==> config.mk <==
export PLATFORM = sky130hd
export DESIGN_NAME = game_state_ctrl_multi
export DESIGN_NICKNAME = d
export VERILOG_FILES = /design/src/rtl/game_state_ctrl_multi.sv
export SDC_FILE = /design/constraint.sdc
export NUM_CORES = 1
export LEC_CHECK = 0
export CORE_MARGIN = 2
export CORE_UTILIZATION = 51
export CTS_CLUSTER_SIZE = 10
export DETAILED_ROUTE_END_ITERATION = 16
export HOLD_SLACK_MARGIN = 0.15
export PLACE_DENSITY = 0.91
export SLEW_MARGIN = 30
export SYNTH_ARGS = -nofsm -noshare
export SYNTH_HDL_FRONTEND = slang
export SYNTH_SLANG_ARGS = --single-unit
==> constraint.sdc <==
create_clock -name clk_40 -period 2 [get_ports clk_40]
set_input_delay 0.4 -clock clk_40 [delete_from_list [all_inputs] [get_ports clk_40]]
set_output_delay 0.4 -clock clk_40 [all_outputs]
set_load 0.01 [all_outputs]
==> src/rtl/game_state_ctrl_multi.sv <==
// Game-flow controller: START -> LEVEL_n -> LEVEL_DONE (timed) -> ... -> FINISH,
// with edge-detected start, restart from FINISH and an abort path back to START.
module game_state_ctrl_multi #(
  parameter int NUM_PLAYERS  = 2,
  parameter int NUM_LEVELS   = 4,
  parameter int XPOS_W       = 12,
  parameter int GOAL_X       = 700,
  parameter int TRANS_CYCLES = 40000000,
  localparam int LVL_W = (NUM_LEVELS > 1) ? $clog2(NUM_LEVELS) : 1,
  localparam int CNT_W = $clog2(TRANS_CYCLES + 1)
) (
  input  logic                          clk_40,
  input  logic                          rst_n,
  input  logic                          m_left,
  input  logic                          gpio,
  input  logic                          abort,
  input  logic [NUM_PLAYERS*XPOS_W-1:0] xpos_players,
  output logic [1:0]                    game_state,
  output logic [LVL_W-1:0]              level,
  output logic                          level_start,
  output logic                          game_done
);

  typedef enum logic [1:0] {
    S_START      = 2'd0,
    S_LEVEL      = 2'd1,
    S_LEVEL_DONE = 2'd2,
    S_FINISH     = 2'd3
  } state_t;

  localparam logic [LVL_W-1:0]  LAST_LVL = LVL_W'(NUM_LEVELS - 1);
  localparam logic [CNT_W-1:0]  CNT_LAST = CNT_W'(TRANS_CYCLES - 1);
  localparam logic [XPOS_W-1:0] GOAL_LIM = XPOS_W'(GOAL_X);

  state_t           state;
  logic [CNT_W-1:0] cnt;
  logic             start_lvl;
  logic             start_lvl_q;
  logic             armed;
  logic             start_evt;
  logic             all_goal;

  // armed stays low for the first clock after reset so a button held through
  // reset release cannot masquerade as a fresh press.
  assign start_lvl  = m_left | gpio;
  assign start_evt  = start_lvl & ~start_lvl_q & armed;
  assign game_state = state;

  always_comb begin
    all_goal = 1'b1;
    for (int i = 0; i < NUM_PLAYERS; i++) begin
      if (xpos_players[i*XPOS_W +: XPOS_W] < GOAL_LIM) all_goal = 1'b0;
    end
  end

  always_ff @(posedge clk_40 or negedge rst_n) begin
    if (!rst_n) begin
      state       <= S_START;
      level       <= '0;
      level_start <= 1'b0;
      game_done   <= 1'b0;
      cnt         <= '0;
      start_lvl_q <= 1'b0;
      armed       <= 1'b0;
    end else begin
      start_lvl_q <= start_lvl;
      armed       <= 1'b1;
      level_start <= 1'b0;
      game_done   <= 1'b0;
      cnt         <= '0;
      case (state)
        S_START: begin
          if (start_evt) begin
            state       <= S_LEVEL;
            level       <= '0;
            level_start <= 1'b1;
          end
        end
        S_LEVEL: begin
          if (abort) begin
            state <= S_START;
            level <= '0;
          end else if (all_goal) begin
            if (level == LAST_LVL) begin
              state     <= S_FINISH;
              game_done <= 1'b1;
            end else begin
              state <= S_LEVEL_DONE;
            end
          end
        end
        S_LEVEL_DONE: begin
          // Abort wins even in the cycle the dwell counter expires.
          if (abort) begin
            state <= S_START;
            level <= '0;
          end else if (cnt == CNT_LAST) begin
            state       <= S_LEVEL;
            level       <= level + LVL_W'(1);
            level_start <= 1'b1;
          end else begin
            cnt <= cnt + CNT_W'(1);
          end
        end
        S_FINISH: begin
          if (abort || start_evt) begin
            state <= S_START;
            level <= '0;
          end
        end
        default: begin
          state <= S_START;
          level <= '0;
        end
      endcase
    end
  end

endmodule
==> results of run 1 <==
==> cells by family (layout without fill, tap and decap cells) <==
family,after synthesis,in the layout,share of synthesized area
AND/OR/NAND/NOR,106,106,0.309
buffers and inverters,9,49,0.0210
XOR/XNOR,21,21,0.103
flip-flops,34,34,0.477
multiplexers,1,1,0.00561
AO/OA/AOI/OAI,17,17,0.0680
other,1,1,0.00210
adder cells (fa/ha/maj),2,2,0.0140
==> critical path: stages (launching register included) <==
cell and delay, ns:
dfrtp_1 0.47, nor4b_2 0.31, nand4_1 0.26, buf_4 0.23, nor3_1 0.25, mux2i_1 0.23
o211ai_1 0.10
==> metal layers <==
| layer | routed length [um] | track usage |
|---|---|---|
| met4 | 62 | 0.119 |
| met5 | 0 | 0 |
| met2 | 2020 | 0.380 |
| met3 | 214 | 0.0482 |
| met1 | 1670 | 0.258 |
==> sequential cells by signal, summed over array words and instances, names as in the netlist <==
register,count
cnt,26
game_state,2
level,2
armed,1
game_done,1
level_start,1
start_lvl_q,1
==> power breakdown <==
group / switching [mW] / internal, mW
Combinational: 0.0477 / 0.0643
Sequential: 0.00706 / 0.693
Clock: 0.223 / 0.265
==> stage by stage <==
stage,setup slack (ns),std cells
after floorplan,0.277,191
after global placement,0.0109,268
after detailed placement,-0.0478,268
after CTS,0.0737,276
after global routing,-0.0523,277
final,0.0284,277
==> cell usage after synthesis, drive strengths merged, types with 2 or more instances <==
master / number
a21oi: 4
o211ai: 3
ha: 2
or3: 3
buf: 3
xor2: 13
nor3: 10
nand2: 17
inv: 5
nor3b: 2
nand2b: 2
nand4: 11
xnor2: 8
and4: 6
o21ai: 5
nor2: 31
dfrtp: 34
nand3: 14
and2: 3
==> worst paths after layout <==
path                             start  endpoint
min in group clk_40             cnt[0]    cnt[0]
max in group asynchronous        rst_n  level[1]
worst min-delay path             rst_n   cnt[25]
worst min register to register  cnt[0]    cnt[0]
worst max-delay path            cnt[9]  level[0]
worst max register to register  cnt[9]  level[0]
==> timing repair <==
| item | in CTS | in global routing |
|---|---|---|
| gates resized for setup | 0 | 3 |
| setup endpoints to repair | 0 | 1 |
| buffers inserted | 0 | 1 |
==> final cells by class <==
type,instances,share of cell area
clock buffer,7,0.0198
clock inverter,1,0.0132
inverter,5,0.00827
multi-input combinational,148,0.401
sequential,34,0.375
tap,46,0.0254
timing repair buffer,36,0.158
==> results.json, run 1 <==
{
  "synth_ff_type": "dfrtp_1",
  "drc": 0,
  "dp_hpwl_um": 2750,
  "clk_latency_ns": 0.34,
  "hold_path.class": "in -> async",
  "dieArea_mm2": 0.00399,
  "rrSetupSlack_ns": 0.03,
  "synthCells": 191,
  "h-tree-depth": 2,
  "ir_worst_vdd_uv": 556,
  "grt_overflow": 0,
  "tightestPinTransition_ns": 0.560,
  "cap_violations": 0,
  "synth_top_area_frac": 0.477,
  "nNetsFinal": 261,
  "core-area_mm2": 0.00334,
  "hold_slack_ns": 0.446,
  "yosysUniqueCellTypes": 37,
  "crit_type": "reg -> reg",
  "synth_area_mm2": 0.00178,
  "crit_fanout": 5,
  "final_cell_mix": "dfrtp_1, nor2_1, clkdlybuf4s50_1",
  "n_fill_cell": 258,
  "root_buffer": "clkbuf_4",
  "synth-seq-cells": 34,
  "final_common_cell": "dfrtp_1",
  "fmax_ghz": 0.507,
  "ys_top_cells_by_area": "dfrtp_1, nor2_1, xor2_1",
  "antenna_left": 0,
  "ctsHoldBuffers": 0,
  "drv_slew": 0,
  "drive_gt1_frac": 0.0823,
  "gp_congestion": 0.887,
  "clkSinkCount": 34,
  "cts_max_path_buffers": 2,
  "worst_clock_skew_ns": 0.0145,
  "die_x_um": 63.1,
  "finalSetupViolations": 0,
  "die_height_um": 63.1,
  "p_total_mw": 1.30,
  "routed_wl_um": 3970,
  "fin_setup_tns_ns": 0,
  "post-route-period-util": 0.986,
  "initial_core_util": 0.535,
  "p_leak_nw": 0.870,
  "grt_max_degree": 35,
  "synth_area_leader_cell": "dfrtp_1",
  "cts_buffers": 5,
  "final_util": 0.680,
  "multiInputGateArea_um2": 910,
  "num_rows": 21,
  "drt_iter0_markers": 130,
  "startpoint_type": "flop",
  "cts_tree": "done",
  "hold_violations": 0,
  "outcome": "complete, no violations",
  "vias_per_cell": 5.61,
  "power_density_mw_per_mm2": 573,
  "placed_cell_area_mm2": 0.00217,
  "endpoint_kind": "flop",
  "grt_first_pass_wirelength_um": 6950,
  "gr-usage-all-layers": 0.222,
  "reg2reg_depth": 6,
  "io_buffers": 30,
  "wire_per_inst_um": 14.3,
  "async_flop_share": 1.00,
  "synth_area_per_cell_um2": 9.34,
  "area_growth_pct": 27.2,
  "worstPathRequired_ns": 2.22,
  "yosys_warnings": 0,
  "dr.pass1.iters": 4,
  "antenna_found_initial": 0,
  "arrival_ns": 2.19,
  "syn_nets": 222,
  "synth.yosys.seq_area_share": 0.477,
  "seq_area_um2": 851,
  "pin_count": 35,
  "finalCriticalPeriod_ns": 1.97,
  "cts.clk_slew.worst_paths_ns": 0.11,
  "design_area_mm2": 0.00227,
  "num_vias": 1553,
  "grt_pass1_vias": 1571,
  "diodes": 0,
  "relSlewSlack": 0.624,
  "synth-edff-count": 0
}
(Power assumes the default switching activity.)
==> run 2: changes to the inputs <==
--- a/config.mk
+++ b/config.mk
@@ -9,7 +9,6 @@
 export CORE_UTILIZATION = 51
 export CTS_CLUSTER_SIZE = 10
 export DETAILED_ROUTE_END_ITERATION = 16
-export HOLD_SLACK_MARGIN = 0.15
 export PLACE_DENSITY = 0.91
 export SLEW_MARGIN = 30
 export SYNTH_ARGS = -nofsm -noshare
==> results of run 2 <==
No change in the layout: final DEF, timing and power equal those of run 1.
